`src/rtl/alu_lane_packer.sv`:
```
// Splits one warp-wide ALU instruction into NUM_LANES-wide packets and skips
// all-zero mask slices. The leader thread index is repeated on every packet.
module alu_lane_packer #(
  parameter  int NUM_THREADS = 4,
  parameter  int NUM_LANES   = 2,
  parameter  int XLEN        = 32,
  parameter  int INFOW       = 64,
  localparam int P           = NUM_THREADS / NUM_LANES,
  localparam int PIDW        = (P > 1) ? $clog2(P) : 1,
  localparam int TIDW        = (NUM_THREADS > 1) ? $clog2(NUM_THREADS) : 1
) (
  input  logic                        clk,
  input  logic                        reset,
  input  logic                        in_valid,
  output logic                        in_ready,
  input  logic [INFOW-1:0]            in_info,
  input  logic [NUM_THREADS-1:0]      in_tmask,
  input  logic [NUM_THREADS*XLEN-1:0] in_rs1_data,
  input  logic [NUM_THREADS*XLEN-1:0] in_rs2_data,
  input  logic [NUM_THREADS*XLEN-1:0] in_rs3_data,
  output logic                        out_valid,
  input  logic                        out_ready,
  output logic [INFOW-1:0]            out_info,
  output logic [NUM_LANES-1:0]        out_tmask,
  output logic [NUM_LANES*XLEN-1:0]   out_rs1_data,
  output logic [NUM_LANES*XLEN-1:0]   out_rs2_data,
  output logic [NUM_LANES*XLEN-1:0]   out_rs3_data,
  output logic [PIDW-1:0]             out_pid,
  output logic                        out_sop,
  output logic                        out_eop,
  output logic [TIDW-1:0]             out_tid
);

  localparam logic [0:0] IDLE = 1'b0;
  localparam logic [0:0] SEND = 1'b1;

  typedef struct packed {
    logic [INFOW-1:0]                  info;
    logic [NUM_THREADS-1:0][XLEN-1:0] rs1;
    logic [NUM_THREADS-1:0][XLEN-1:0] rs2;
    logic [NUM_THREADS-1:0][XLEN-1:0] rs3;
  } data_t;

  logic [0:0]             state;
  data_t                  data_r;
  logic [NUM_THREADS-1:0] tmask_r;
  logic [P-1:0]           blk_act_r, blk_in;
  logic [PIDW-1:0]        pid_r, first_blk, nxt_pid;
  logic [TIDW-1:0]        tid_r, tid_in;
  logic                   sop_r, has_nxt, fire, load;

  logic [NUM_LANES-1:0][XLEN-1:0] lane_rs1, lane_rs2, lane_rs3;

  for (genvar b = 0; b < P; b++) begin : g_blk
    assign blk_in[b] = |in_tmask[b*NUM_LANES +: NUM_LANES];
  end

  // Descending scans so the lowest matching index wins.
  always_comb begin
    first_blk = '0;
    for (int i = P-1; i >= 0; i--)
      if (blk_in[i]) first_blk = PIDW'(i);
    tid_in = '0;
    for (int i = NUM_THREADS-1; i >= 0; i--)
      if (in_tmask[i]) tid_in = TIDW'(i);
    has_nxt = 1'b0;
    nxt_pid = pid_r;
    for (int i = P-1; i >= 0; i--)
      if (i > int'(pid_r) && blk_act_r[i]) begin
        has_nxt = 1'b1;
        nxt_pid = PIDW'(i);
      end
  end

  assign out_valid = (state == SEND);
  assign fire      = out_valid & out_ready;
  assign out_eop   = out_valid & ~has_nxt;
  assign in_ready  = (state == IDLE) | (fire & ~has_nxt);
  assign load      = in_valid & in_ready;

  always_ff @(posedge clk or negedge reset) begin
    if (!reset) begin
      state     <= IDLE;
      tmask_r   <= '0;
      blk_act_r <= '0;
      sop_r     <= 1'b0;
      tid_r     <= '0;
    end else if (load) begin
      state     <= SEND;
      tmask_r   <= in_tmask;
      blk_act_r <= blk_in;
      sop_r     <= 1'b1;
      tid_r     <= tid_in;
    end else if (fire) begin
      sop_r <= 1'b0;
      if (!has_nxt) state <= IDLE;
    end
  end

  if (P > 1) begin : g_pid
    always_ff @(posedge clk or negedge reset) begin
      if (!reset)              pid_r <= '0;
      else if (load)           pid_r <= first_blk;
      else if (fire && has_nxt) pid_r <= nxt_pid;
    end
  end else begin : g_pid_tie
    assign pid_r = '0;
  end

  // Payload is qualified by out_valid, so it needs no reset.
  always_ff @(posedge clk) begin
    if (load) begin
      data_r.info <= in_info;
      data_r.rs1  <= in_rs1_data;
      data_r.rs2  <= in_rs2_data;
      data_r.rs3  <= in_rs3_data;
    end
  end

  for (genvar l = 0; l < NUM_LANES; l++) begin : g_lane
    logic [TIDW-1:0] idx;
    assign idx          = TIDW'(int'(pid_r) * NUM_LANES + l);
    assign out_tmask[l] = tmask_r[idx];
    assign lane_rs1[l]  = data_r.rs1[idx];
    assign lane_rs2[l]  = data_r.rs2[idx];
    assign lane_rs3[l]  = data_r.rs3[idx];
  end

  assign out_rs1_data = lane_rs1;
  assign out_rs2_data = lane_rs2;
  assign out_rs3_data = lane_rs3;
  assign out_info     = data_r.info;
  assign out_pid      = pid_r;
  assign out_sop      = sop_r;
  assign out_tid      = tid_r;

endmodule

```
`config.mk`:
```
export PLATFORM = sky130hd
export DESIGN_NAME = alu_lane_packer
export DESIGN_NICKNAME = d
export VERILOG_FILES = /design/src/rtl/alu_lane_packer.sv
export SDC_FILE = /design/constraint.sdc
export NUM_CORES = 1
export LEC_CHECK = 0
export ABC_AREA = 1
export CAP_MARGIN = 10
export CORE_AREA = 2 2 281 283
export CTS_BUF_LIST = sky130_fd_sc_hd__clkbuf_4
export CTS_CLUSTER_SIZE = 40
export DETAILED_ROUTE_END_ITERATION = 10
export DIE_AREA = 0 0 283 285
export GPL_ROUTABILITY_DRIVEN = 0
export GPL_TIMING_DRIVEN = 0
export HOLD_SLACK_MARGIN = 0.03
export RECOVER_POWER = 25
export SYNTH_ARGS = -nofsm -noshare
export SYNTH_HDL_FRONTEND = slang
export SYNTH_SLANG_ARGS = --single-unit
export TNS_END_PERCENT = 10
```
`constraint.sdc`:
```
create_clock -name clk -period 16.8 [get_ports clk]
set_clock_uncertainty 0.2 [all_clocks]
set_input_delay 2.52 -clock clk [delete_from_list [all_inputs] [get_ports clk]]
set_output_delay 2.52 -clock clk [all_outputs]
set_load 0.03 [all_outputs]
```
==> summary.md <==
| Metric | Value |
|---|---|
| Hold Slack | 295.9 ps |
| PD cells | 158.0 nW/µm² |
| Normalized max-slew margin | 0.3284 |
| Number of cell rows | 103 |
| Via count of the first global-routing pass | ~13000 |
| Final worst setup slack | approximately 10000 ps |
| Count of port buffers added during placement | 720 |
| Leakage power | 10.54 nW |
| Post-detail-place hpwl | roughly 40000 µm |
| Worst hold-check path type | flip-flop to flip-flop |
| Area taken by flip-flops and latches | 13700 µm² |
| Synthesized instance count | 1189 |
| Number of clock sinks seen by CTS | around 460 |
| Top-area cell type share of the netlist area | 0.8018 |
| Post-synthesis average cell area | 14.11 µm² |
| Synth top area cells | sky130_fd_sc_hd__edfxtp_1 80%, sky130_fd_sc_hd__nand2_1 13%, sky130_fd_sc_hd__buf_4 2.9%, sky130_fd_sc_hd__dfrtp_1 1.5%, sky130_fd_sc_hd__buf_2 1.0% |
| Max rail drop VDD | 0.07887 mV |
| Post-synth EDFFs | 448 |
| Core ar. | 77970 µm² |
| Worst path cell trace | clkdlybuf4s50_1, nand2_2, nand2_4, clkdlybuf4s50_1 |
| Max Buffers Root-to-Sink | 3 |
| Number of nets with antenna violations after routing | 0 |
| Area taken by multi-input logic gates | ~2300 µm² |
| Data required time of the critical path | 14080 ps |
| Clock insertion delay at the later pin of the skew report | 880 ps |
| Setup crit start kind | input port |
| Remaining DRCs | 0 |
| Final nets | between 2000 and 2500 |
| Setup Slack @ Placement | 10130 ps |
| Num CTS Buffers | approximately 120 |
| Worst Path Class, Setup | input port to primary output |
| Total iterations of the first detailed-routing run | 5 |
| Per-cell routed wire length | 16.85 µm |
| Achievable frequency | 0.1501 GHz |
| Clock root cell | sky130_fd_sc_hd__clkbuf_4 |
| Worst setup EP type | primary output |
| Iteration-0 DRC Markers | 493 |
| Number of failing setup endpoints in the final timing report | 0 |
| Count of fill cells added during filler insertion | 7673 |
| Slew at the pin closest to its max-slew limit | approximately 1000 ps |
| Leading register cell type out of synthesis | sky130_fd_sc_hd__edfxtp_1 |
| CP arrival | 3940 ps |
| Proportion of layout cells with a drive suffix above 1 | 0.1370 |
| H-Tree Depth | 3 |
| Number of antenna violations at the first check in global routing | 11 |
| Clock tree from TritonCTS | done |
| Clock-pin slew reported for the worst setup and hold paths after clock tree synthesis | roughly 60 ps |
| Growth of design area from synthesis to finish | 61.16% |
| Post-route fraction of the period consumed by the critical path | 0.3964 |
| Sequential share of the synthesized area | 0.8168 |
| Global Route Usage Sum | 0.1298 |
| Yosys top cell by area | sky130_fd_sc_hd__edfxtp_1 |
| Sum Neg Setup Slack | 0 ps |
| Number of vias per cell after detailed routing | 3.776 |
| Crit-path max FO | 4 |
| Gr ovfl total | 0 |
| Die H | 285 µm |
| Number of vias after detailed routing | 12060 |
| Result of the run | finished, final reports clean |
| Non-Filler Instances | 3193 |
| Largest net degree at the start of global routing | 133 |
| Number of maximum-capacitance constraint violations | 0 |
| Io pins | 721 |
| Global-route wire length before repair | roughly 79000 µm |
| Slowest stage delay, CP | 710 ps |
| Die X-Extent | 283 µm |
| Slowest-stage cell, CP | sky130_fd_sc_hd__clkdlybuf4s50_1 |
| Overall power consumption | 4.272 mW |
| Most frequent cell on the critical path | sky130_fd_sc_hd__clkdlybuf4s50_1 |
| Async SR Flop Fraction | 0.02183 |
| Yosys Warn Count | 0 |
| Hold_buf cts | 0 |
| Final Hold Violating Endpoints | 0 |
| RSZ-0062 raised after global routing | no |
| Initial core utilization | 0.2152 |
| Netlist area before placement | between 15000 and 20000 µm² |
| Full die area | 80660 µm² |
| Shortest clock period the worst path allows after layout | 6660 ps |
| Max-slew violation count | 0 |
| Count of unique library cells instantiated by Yosys | 15 |
| Post-CTS resize count | 0 |
| Setup fix buffers added after clock tree synthesis | 0 |
| Post-Syn Nets | 1645 |
| Placed insts | 2962 |
| Flops & latches, synth | 458 |
| Drt total wl | 53810 µm |
## worst max-delay path, delay by kind of cell
family	cells	cell delay [ps]
buf+inv	2	1240
simple gates	2	180
## final timing paths
| path | startpoint | end | slack, ps | cells past startpoint |
|---|---|---|---|---|
| max in group asynchronous | reset | tmask_r[1] | 14270 | 1 |
| worst min-delay path | out_sop | out_sop | 300 | 2 |
| worst min register to register | out_sop | out_sop | 300 | 2 |
| min in group asynchronous | reset | out_valid | 1760 | 1 |
| worst max-delay path | out_ready | in_ready | 10140 | 4 |
| worst max register to register | out_pid | data_r[300] | 13550 | 9 |
## where the power goes
group          switching (mW)  total (mW)  internal [mW]
Combinational            1.11        1.73          0.622
Clock                   0.476        1.02          0.545
Sequential             0.0481        1.52           1.48
## sequential cells by signal (all words and copies together), names as in the netlist
register,cells
out_info,64
blk_act_r,1
out_pid,1
out_sop,1
out_tid,2
data_r,384
out_valid,1
tmask_r,4
## synth_stat cells, types with 2 or more instances
| library cell | count |
|---|---|
| sky130_fd_sc_hd__nand2_4 | 2 |
| sky130_fd_sc_hd__dfrtp_1 | 10 |
| sky130_fd_sc_hd__buf_4 | 65 |
| sky130_fd_sc_hd__inv_1 | 7 |
| sky130_fd_sc_hd__clkbuf_1 | 8 |
| sky130_fd_sc_hd__nand2_1 | 601 |
| sky130_fd_sc_hd__o21ai_1 | 6 |
| sky130_fd_sc_hd__nand3_1 | 3 |
| sky130_fd_sc_hd__buf_2 | 34 |
| sky130_fd_sc_hd__edfxtp_1 | 448 |
## per-stage QoR
stage	area [µm²]	util
after CTS	27010	0.3464
after global placement	25300	0.3245
after floorplan	16780	-
after global routing	27040	0.3468
after detailed placement	25390	0.3256
final	27040	0.3468
## kinds of logic (layout without fill, tap and decap cells)
kind of cell	count (synthesis)	after routing	share of synthesized area
simple gates	607	607	0.1371
buf+inv	116	1058	0.04363
compound gates	8	8	0.002536
other cells	0	12	0
flops	458	458	0.8168
## metal layers
layer,track usage,vias up,share of wire
met4,0.04920,0,0.027
li1,-,5771,-
met2,0.2297,585,0.51
met5,0,-,0
met1,0.1320,5590,0.35
met3,0.06224,110,0.11
## area by class of cell
| type | instances | area share |
|---|---|---|
| diodes | 12 | 0.001111 |
| plain buffers | 108 | 0.02587 |
| clock buffers | 170 | 0.04720 |
| clock inverters | 49 | 0.01273 |
| inverters | 8 | 0.001481 |
| multi-input cells | 615 | 0.08663 |
| flip-flops and latches | 458 | 0.5068 |
| well taps | 1050 | 0.04859 |
| repair buffers | 723 | 0.2696 |
## layout by cell type, fill, tap and decap left out
master                            netlist  final
sky130_fd_sc_hd__a21boi_0               1      1
sky130_fd_sc_hd__buf_16                 0      3
sky130_fd_sc_hd__buf_2                 34     34
sky130_fd_sc_hd__buf_4                 65     65
sky130_fd_sc_hd__buf_6                  1      1
sky130_fd_sc_hd__bufinv_16              0      5
sky130_fd_sc_hd__clkbuf_1               8      8
sky130_fd_sc_hd__clkbuf_4               0    170
sky130_fd_sc_hd__clkdlybuf4s50_1        0    425
sky130_fd_sc_hd__clkinv_1               0     35
sky130_fd_sc_hd__clkinv_2               0      4
sky130_fd_sc_hd__clkinvlp_4             0      1
sky130_fd_sc_hd__dfrtp_1               10     10
sky130_fd_sc_hd__diode_2                0     12
sky130_fd_sc_hd__dlygate4sd3_1          0    295
sky130_fd_sc_hd__edfxtp_1             448    448
sky130_fd_sc_hd__inv_1                  7      6
sky130_fd_sc_hd__inv_4                  1      1
sky130_fd_sc_hd__inv_6                  0      4
sky130_fd_sc_hd__inv_8                  0      1
sky130_fd_sc_hd__nand2_1              601    601
sky130_fd_sc_hd__nand2_2                1      1
sky130_fd_sc_hd__nand2_4                2      2
sky130_fd_sc_hd__nand3_1                3      3
sky130_fd_sc_hd__o21ai_0                1      1
sky130_fd_sc_hd__o21ai_1                6      6
Note: power is estimated with default switching activity, not from simulation.
